===== src/rtl/conv_output_packer.sv =====
// Packs per-pixel binary convolution results into one SRAM word per output row.
// A row is written when its last column arrives; a partial row is flushed at frame end.
module conv_output_packer #(
    parameter int unsigned DATA_W = 16,
    parameter int unsigned ADDR_W = 12
) (
    input  logic              clk,
    input  logic              reset_b,
    input  logic              frame_start,
    input  logic [ADDR_W-1:0] base_addr,
    input  logic [3:0]        last_col,
    input  logic              res_valid,
    input  logic              res_bit,
    input  logic [3:0]        res_col,
    input  logic              frame_end,
    output logic              dut_sram_write_enable,
    output logic [ADDR_W-1:0] dut_sram_write_address,
    output logic [DATA_W-1:0] dut_sram_write_data,
    output logic              packer_busy,
    output logic              frame_done,
    output logic              col_err
);

    typedef enum logic [1:0] {StIdle, StActive, StFlush, StDone} state_e;

    state_e            state_q, state_d;
    logic [DATA_W-1:0] acc_q, acc_d, acc_next;
    logic              pend_q, pend_d, pend_next;
    logic [ADDR_W-1:0] addr_q, addr_d;
    logic [3:0]        last_col_q, last_col_d;
    logic              we_q, we_d;
    logic [ADDR_W-1:0] waddr_q, waddr_d;
    logic [DATA_W-1:0] wdata_q, wdata_d;
    logic              col_err_q, col_err_d;
    logic              row_done;

    always_comb begin
        state_d    = state_q;
        acc_d      = acc_q;
        pend_d     = pend_q;
        addr_d     = addr_q;
        last_col_d = last_col_q;
        we_d       = 1'b0;
        waddr_d    = waddr_q;
        wdata_d    = wdata_q;
        col_err_d  = col_err_q;
        acc_next   = acc_q;
        pend_next  = pend_q;
        row_done   = 1'b0;

        if (frame_start) begin
            // Abort whatever is in flight; the partial row is discarded unwritten.
            state_d    = StActive;
            acc_d      = '0;
            pend_d     = 1'b0;
            addr_d     = base_addr;
            last_col_d = last_col;
            col_err_d  = 1'b0;
        end else begin
            case (state_q)
                StIdle: state_d = StIdle;
                StActive: begin
                    if (res_valid) begin
                        if (res_col > last_col_q) begin
                            col_err_d = 1'b1;
                        end else begin
                            acc_next[res_col] = res_bit;
                            pend_next         = 1'b1;
                            row_done          = (res_col == last_col_q);
                        end
                    end
                    acc_d  = acc_next;
                    pend_d = pend_next;
                    // A completed row and a frame-end flush share one write port.
                    if (row_done || (frame_end && pend_next)) begin
                        we_d    = 1'b1;
                        waddr_d = addr_q;
                        wdata_d = acc_next;
                        addr_d  = addr_q + ADDR_W'(1);
                        acc_d   = '0;
                        pend_d  = 1'b0;
                    end
                    if (frame_end) begin
                        state_d = StFlush;
                    end
                end
                StFlush: state_d = StDone;
                StDone:  state_d = StIdle;
                default: state_d = StIdle;
            endcase
        end
    end

    always_ff @(posedge clk) begin
        if (reset_b) begin
            state_q    <= StIdle;
            acc_q      <= '0;
            pend_q     <= 1'b0;
            addr_q     <= '0;
            last_col_q <= '0;
            we_q       <= 1'b0;
            waddr_q    <= '0;
            wdata_q    <= '0;
            col_err_q  <= 1'b0;
        end else begin
            state_q    <= state_d;
            acc_q      <= acc_d;
            pend_q     <= pend_d;
            addr_q     <= addr_d;
            last_col_q <= last_col_d;
            we_q       <= we_d;
            waddr_q    <= waddr_d;
            wdata_q    <= wdata_d;
            col_err_q  <= col_err_d;
        end
    end

    assign dut_sram_write_enable  = we_q;
    assign dut_sram_write_address = waddr_q;
    assign dut_sram_write_data    = wdata_q;
    assign packer_busy            = (state_q == StActive) || (state_q == StFlush);
    assign frame_done             = (state_q == StDone);
    assign col_err                = col_err_q;

endmodule


===== config.mk =====
export PLATFORM = sky130hd
export DESIGN_NAME = conv_output_packer
export DESIGN_NICKNAME = d
export VERILOG_FILES = /design/src/rtl/conv_output_packer.sv
export SDC_FILE = /design/constraint.sdc
export NUM_CORES = 1
export LEC_CHECK = 0
export ABC_AREA = 1
export CAP_MARGIN = 30
export CORE_MARGIN = 3
export CORE_UTILIZATION = 50
export CTS_CLUSTER_DIAMETER = 80
export DETAILED_ROUTE_END_ITERATION = 8
export PLACE_DENSITY = 0.86
export SLEW_MARGIN = 30
export SYNTH_ARGS = -nofsm -noshare
export SYNTH_HDL_FRONTEND = slang
export SYNTH_SLANG_ARGS = --single-unit

===== constraint.sdc =====
create_clock -name clk -period 2.49 [get_ports clk]
set_input_delay 0.747 -clock clk [delete_from_list [all_inputs] [get_ports clk]]
set_output_delay 0.747 -clock clk [all_outputs]
set_load 0.01 [all_outputs]

* Word-level counts from Yosys, hierarchy flattened
Index checks and enable logic that the tools add are counted. W data, S select, Z words.
Operators by class: eq/ne operators 6, muxes and demuxes 22, bitwise operators 2, $add $sub $neg 1, reductions and logical operators 13, magnitude comparators 3
Operator list (count):
- $mux W16 | 3
- $mux W12 | 3
- $bwmux W16 | 1
- $add A12 B1 Y12 const B | 1
- $mux W1 | 12
- $pmux W2 S3 | 1
- $reduce_and A3 Y1 | 2
- $lt A4 B5 Y1 const B | 1
- $demux W1 S4 | 1
- $eq A2 B2 Y1 const B | 2
- $eq A4 B4 Y1 | 1
- $ge A4 B1 Y1 const B | 1
- $gt A4 B4 Y1 | 1
- $reduce_bool A2 Y1 | 2
- $reduce_or A2 Y1 | 2
- $ne A3 B3 Y1 const B | 1
- $reduce_or A3 Y1 | 1
- $eq A2 B1 Y1 const B | 1
- $logic_and A1 B1 Y1 | 2
- $logic_not A2 Y1 | 1
- $logic_or A1 B1 Y1 | 2
- $mux W2 | 1
- $ne A2 B2 Y1 const B | 1
- $not A1 Y1 | 2
- $reduce_and A2 Y1 | 1
Word-level totals: bits in registers 65

* Longest topological paths before layout
Gate-level depths: netlist (run 1).
depth after elaboration 10, depth in mapped cells 17, mapped depth without buffers 16

* Worst setup path before layout (run 1)
No wires, ideal clock.
path type input port to flip-flop, start point input port res_col[3], end point register wdata_q[11], in the netlist dut_sram_write_data[11], stages on the path 13, arrival time 2.074 ns, required time 2.378 ns, path buffers 2, slack 0.304 ns, cells stage by stage ha_1 -> a21oi_1 -> nand2_1 -> nand2_2 -> nand2_1 -> nand2_2 -> nand2_4 -> nand2_4 -> nand3_4 -> buf_8 -> buf_8 -> nor2_2 -> nor2_1
Between the ends: cells in the longest elaborated chain, start to end 8
Ends and longest elaborated chain:
- start: declaration | line 14 | input logic [3:0] res_col,
- parallel branches: the longest is 8 deep, another holds $lt A4 B5 Y1
- end signal: assignment | line 113 | wdata_q <= wdata_d;
- end: declaration | line 33 | logic [DATA_W-1:0] wdata_q, wdata_d;
Parallel ways; which one is timed is not known. The select of a mux whose other input is x is not followed. A chain may end at the register's enable or synchronous reset.

* Final worst setup path (run 1)
start point input port res_col[2], end point register waddr_q[10], in the netlist dut_sram_write_address[10]
Between the ends: cells in the longest elaborated chain, start to end 8
Ends and longest elaborated chain:
- $gt A4 B4 Y1 | line 64 | if (res_col > last_col_q) begin
- $mux W1 | line 64
- $mux W1 | line 63 | if (res_valid) begin
- $mux W1 | line 60 | case (state_q)
- $mux W1 | line 51 | if (frame_start) begin
- $logic_and A1 B1 Y1 | line 75 | if (row_done || (frame_end && pend_next)) begin
- $logic_or A1 B1 Y1 * | line 75
- $reduce_and A3 Y1 (no source line) *
- end signal: assignment | line 112 | waddr_q <= waddr_d;
- end: declaration | line 32 | logic [ADDR_W-1:0] waddr_q, waddr_d;
Mark *: on every way between the ends. The rest lies on a longest branch, timed or not. The select of a mux whose other input is x is not followed.

==> results of run 1 <==
[stage by stage]
stage,std cells,utilization,power [mW]
floorplan,591,-,1.35
global placement,741,0.634,1.50
detailed placement,741,0.634,1.51
CTS,757,0.661,2.39
global route,763,0.687,2.51
finish,763,0.687,2.41
[worst paths after layout]
path / startpoint / cells past startpoint / end
setup / recovery: res_col[2] / 16 / dut_sram_write_address[10]$_SDFFE_PP0P_
hold / removal: col_err$_SDFFE_PP0P_ / 2 / col_err$_SDFFE_PP0P_
setup reg to reg: last_col_q[1]$_SDFFE_PP0P_ / 16 / dut_sram_write_address[10]$_SDFFE_PP0P_
hold reg to reg: col_err$_SDFFE_PP0P_ / 2 / col_err$_SDFFE_PP0P_
[placed cells by master, fill, tap and decap left out, drive strengths merged]
cell,n
dlymetal6s2s,5
clkinv,5
nand2,201
a211oi,2
bufinv,1
xor2,4
clkbuf,17
dfxtp,65
inv,76
clkdlybuf4s50,52
o21ai,51
ha,8
nor2,98
nand4,6
a21oi,29
a31oi,1
buf,24
nand3b,1
mux2i,1
nand3,17
nor3,3
[flip-flops by register name, summed over array words and instances (netlist names)]
register and cells:
acc_q 16, dut_sram_write_data 16, addr_q 12, dut_sram_write_address 12, last_col_q 4, state_q 2
col_err 1, dut_sram_write_enable 1, pend_q 1
[cells by family after synthesis]
kind of cell,Yosys count,share of synthesized area
buffers and inverters,105,0.125
adder cells (fa/ha/maj),8,0.0271
multiplexers,1,0.00271
AND/OR/NAND/NOR,325,0.369
XOR/XNOR,4,0.00950
flip-flops,65,0.353
AO/OA/AOI/OAI,83,0.114
[power by group through the flow]
stage          combinational [mW]  sequential [mW]  clock (mW)
3_3_place_gp                0.371             1.12           0
5_1_grt                     0.454             1.11       0.949
6_report                    0.412             1.10       0.892
2_1_floorplan               0.229             1.12           0
3_5_place_dp                0.382             1.13           0
4_1_cts                     0.385             1.10       0.897
[what timing repair did]
action,CTS,global route
setup endpoints to repair,1,34
pin swaps,0,6
gates resized for setup,1,15
hold endpoints to repair,0,0
gates cloned,0,6
buffers inserted,0,0
[area by class of cell]
cell class | instances | area [um^2]
clock buffers | 13 | 149
clock inverters | 3 | 40.0
repair buffers | 85 | 916
well taps | 96 | 120
fillers | 564 | 2190
multi-input cells | 422 | 1970
inverters | 79 | 302
flip-flops and latches | 65 | 1300
[metal layers]
metal | global-route usage | part of all wire
met1 | 0.250 | 0.40
met4 | 0.0718 | 0.020
met2 | 0.388 | 0.51
met5 | 0 | 0
met3 | 0.0632 | 0.071
[critical path: stages]
cell and delay [ns]:
dlymetal6s2s_1 0.15, ha_1 0.29, nand2_1 0.09, inv_2 0.05
nand2_1 0.08, nand2_1 0.07, nand2_2 0.10, nand2_1 0.07
nand2_2 0.09, nand2_4 0.07, nand2_4 0.10, nand3_4 0.15
clkbuf_16 0.23, nand2_1 0.05, nand2_1 0.06, nor2_1 0.13
==> flow_summary.ini, run 1 <==
[sta]
fin_skew_ns = 0.00607
fin_ws_ns = 0.227
period_share = 0.909
grt_setup_unrepaired = no
hold_viol = 0
drv_slew = 0
finalCriticalPeriod_ns = 2.26
worst_pin_slew_ns = 0.498
slew_headroom = 0.668
max_freq_mhz = 442
tns_ns = 0
setup_viol = 0
hold_slack_ns = 0.463

[floorplan]
dieHeight_um = 91.9
pin_count = 58
die_w_um = 91.9
start_util = 0.528
fp-row-count = 30
coreArea_um2 = 6980
dieArea_um2 = 8440

[clock_network]
clockBufferDepth = 2
numCtsBuffers = 9
cts_tree = yes
clk_pin_slew_ns = 0.07
ctsHtreeMaxLevel = 3
worstSkewPairLatency_ns = 0.35
ctsHoldBuffers = 0
clock-sinks = 65
root_buffer = clkbuf_8

[placed_design]
dpl.hpwl_um = 6520
gp_congestion = 0.893
dp_slack_ns = -0.285
portBuffers = 57
dpl_cell_area_um2 = 4430

[worst_setup_path]
cp.required_ns = 2.77
critPathKind = in -> reg
end_kind = flop
cp.arrival_ns = 2.55
crit_fanout = 9
r2r_setup_slack_ns = 0.40
critPathLaunchType = primary input

[detailed_routing]
drtPass1Iterations = 6
drc = 0
routed_wl_um = 9910
via_count = 3867
viasPerCell = 5.07
ant_nets = 0
drt_first_iter_violations = 329
wire_per_inst_um = 13.0

[grt]
track_usage = 0.218
antenna_found_initial = 0
grt_max_degree = 39
first_global_vias = 3532
grt_pass1_wl_um = 15100
grt-ovfl-total = 0

[yosys]
synth_commonest_cells = 197 x nand2_1, 79 x nor2_1, 74 x inv_1
ys.flop_type = dfxtp_1
seq_area_frac_synth = 0.353
ys_warn_count = 0
synth_edf_count = 0
synth_area_um2 = 3690
ys_async_sr_fraction = 0
synth_nets = 625
ys_ff_latch = 65
yosys.area.top_type = dfxtp_1
netlist_instances = 591
yosys.cell_count.top_type = nand2_1
synth_cell_types = 28
syn-mean-instance-area_um2 = 6.24
yosysTopAreaCellShare = 0.353
synthTopCellsByArea = dfxtp_1 35%, nand2_1 20%, nor2_1 8.0%

[cells_and_area]
drive_above_1_share = 0.114
nets = 696
syn_to_final_growth_pct = 30.0
antenna_cells = 0
design_area_um2 = 4790

[power_and_ir_drop]
pwr-share-seq = 0.458
p_int_mw = 1.74
worst_ir_drop_vdd_v = 0.000323
pwr-share-comb = 0.171
p_leak_nw = 2.18
pwr-share-clk = 0.371
swShare = 0.279
p_sw_mw = 0.672
pwr_density_cell_nw_per_um2 = 502

[run_status]
status = complete, no violations

[job]
maxCapViolCount = 0

[hold_path]
min_path_type = reg -> reg
(Power assumes the default switching activity.)
==> inputs of run 2 (changes only) <==
--- a/config.mk
+++ b/config.mk
@@ -12,7 +12,7 @@
 export CTS_CLUSTER_DIAMETER = 80
 export DETAILED_ROUTE_END_ITERATION = 8
 export PLACE_DENSITY = 0.86
-export SLEW_MARGIN = 30
+export SLEW_MARGIN = 20
 export SYNTH_ARGS = -nofsm -noshare
 export SYNTH_HDL_FRONTEND = slang
 export SYNTH_SLANG_ARGS = --single-unit
==> results of run 2 <==
Same layout as run 1: the final DEF is identical, and so are final timing and power.
==> inputs of run 3 (changes only) <==
--- a/config.mk
+++ b/config.mk
@@ -7,7 +7,7 @@
 export LEC_CHECK = 0
 export ABC_AREA = 1
 export CAP_MARGIN = 30
-export CORE_MARGIN = 3
+export CORE_MARGIN = 4
 export CORE_UTILIZATION = 50
 export CTS_CLUSTER_DIAMETER = 80
 export DETAILED_ROUTE_END_ITERATION = 8
==> run 3 against run 2 <==
Global-route usage shrank 0.69 points; critical path type is now reg -> out; sequential power is essentially flat; total power up 1.4%; clock-buffer cell count shrank 4; largest power group unchanged; clock skew grew 0.0020 ns; combinational power about the same; sequential cell count stayed put.
==> flow_summary.ini, run 3 (same netlist as run 1, synthesis figures left out) <==
[run_status]
status = complete, no violations

[detailed_routing]
drtPass1Iterations = 4
wire_per_inst_um = 12.4
via_count = 3822
drc = 0
drt_first_iter_violations = 201
viasPerCell = 4.97
routed_wl_um = 9530
ant_nets = 0

[worst_setup_path]
end_kind = primary output
r2r_setup_slack_ns = 0.47
cp.required_ns = 1.74
critPathKind = reg -> out
critPathLaunchType = flop
crit_fanout = 4
cp.arrival_ns = 1.67
r2r_end = dut_sram_write_data[11]$_SDFFE_PP0P_
crit_start = state_q[0]$_SDFFE_PP0P_
r2r-start = last_col_q[3]$_SDFFE_PP0P_
r2r_cells = 14

[hold_path]
whs_path_depth = 2
min_to = col_err$_SDFFE_PP0P_
min_path_type = reg -> reg
hp-start = col_err$_SDFFE_PP0P_

[power_and_ir_drop]
pwr-share-seq = 0.452
swShare = 0.293
worst_ir_drop_vdd_v = 0.000297
pwr-share-clk = 0.378
pwr-share-comb = 0.170
p_int_mw = 1.73
pwr_density_cell_nw_per_um2 = 503
p_sw_mw = 0.717
p_leak_nw = 2.20

[grt]
antenna_found_initial = 0
track_usage = 0.211
grt-ovfl-total = 0
grt_pass1_wl_um = 15200
grt_max_degree = 31
first_global_vias = 3565

[cells_and_area]
final_common_cell = nand2_1
antenna_cells = 0
mostFrequentLayoutCells = 196 x nand2_1, 78 x nor2_1, 73 x inv_1, 64 x dfxtp_1, 53 x clkdlybuf4s50_1
nFillCells = 605
syn_to_final_growth_pct = 31.6
multi_input_area_um2 = 1970
drive_above_1_share = 0.127
seq_area_um2 = 1300
nets = 699
design_area_um2 = 4850

[clock_network]
clockBufferDepth = 2
cts_tree = yes
clk_pin_slew_ns = 0.08
worstSkewPairLatency_ns = 0.34
ctsHoldBuffers = 0
numCtsBuffers = 9
root_buffer = clkbuf_8
clock-sinks = 65
ctsHtreeMaxLevel = 3

[placed_design]
dpl.hpwl_um = 6530
gp_congestion = 0.889
dpl_cell_area_um2 = 4460
portBuffers = 57

[floorplan]
fp-row-count = 31
dieHeight_um = 93.9
dieArea_um2 = 8810
pin_count = 58
start_util = 0.511
coreArea_um2 = 7210
die_w_um = 93.9

[sta]
hold_viol = 0
grt_setup_unrepaired = no
setup_viol = 0
drv_slew = 0
finalCriticalPeriod_ns = 2.41
slew_headroom = 0.709
max_freq_mhz = 414
worst_pin_slew_ns = 0.437
tns_ns = 0
period_share = 0.970
hold_slack_ns = 0.467
fin_skew_ns = 0.00808

[job]
maxCapViolCount = 0
## run 3: area by class of cell
cell class                      instances  share of cell area
Tap cell                               99              0.0255
Multi-Input combinational cell        422               0.407
Timing Repair Buffer                   88               0.197
Inverter                               79              0.0616
Clock buffer                            9              0.0255
Sequential cell                        65               0.268
Clock inverter                          7              0.0155
## run 3: worst max-delay path, stage by stage, from the launching register on
cell	delay, ns
dfxtp_2	0.36
inv_1	0.05
ha_1	0.29
inv_1	0.09
clkdlybuf4s50_1	0.54
## run 3: worst max-delay path by stage
stage | to | slack (ns) | cells after the start
2_1_floorplan | dut_sram_write_data[11]$_SDFFE_PP0P_ | 0.30 | 13
3_3_place_gp | dut_sram_write_data[11]$_SDFFE_PP0P_ | -0.23 | 13
3_5_place_dp | dut_sram_write_address[5]$_SDFFE_PP0P_ | -0.32 | 14
4_1_cts | packer_busy | 0.03 | 4
5_1_grt | packer_busy | 0.02 | 4
6_report | packer_busy | 0.08 | 4
## run 3: stage by stage
stage	std cells	utilization	setup slack, ns	total power, mW
2_1_floorplan	591	-	0.304	1.35
3_3_place_gp	746	0.618	-0.234	1.50
3_5_place_dp	746	0.618	-0.319	1.51
4_1_cts	762	0.645	0.0253	2.42
5_1_grt	769	0.673	0.0180	2.55
6_report	769	0.673	0.0757	2.44
## run 3: what timing repair did
action | 4_1_cts | 5_1_grt
resized for setup | 0 | 17
endpoints found under the setup margin | 0 | 55
buffers inserted | 0 | 1
## run 3: power by group through the flow
stage | logic [mW] | clock network (mW) | registers [mW]
global placement | 0.375 | 0 | 1.12
CTS | 0.390 | 0.928 | 1.10
floorplan | 0.229 | 0 | 1.12
global route | 0.460 | 0.980 | 1.11
finish | 0.415 | 0.924 | 1.10
detailed placement | 0.386 | 0 | 1.13
## run 3: per-layer routing
metal	part of all wire	vias up	GRT usage
li1	-	1964	-
met5	0	-	0
met4	0.036	0	0.0999
met3	0.051	33	0.0361
met1	0.40	1716	0.238
met2	0.51	109	0.384
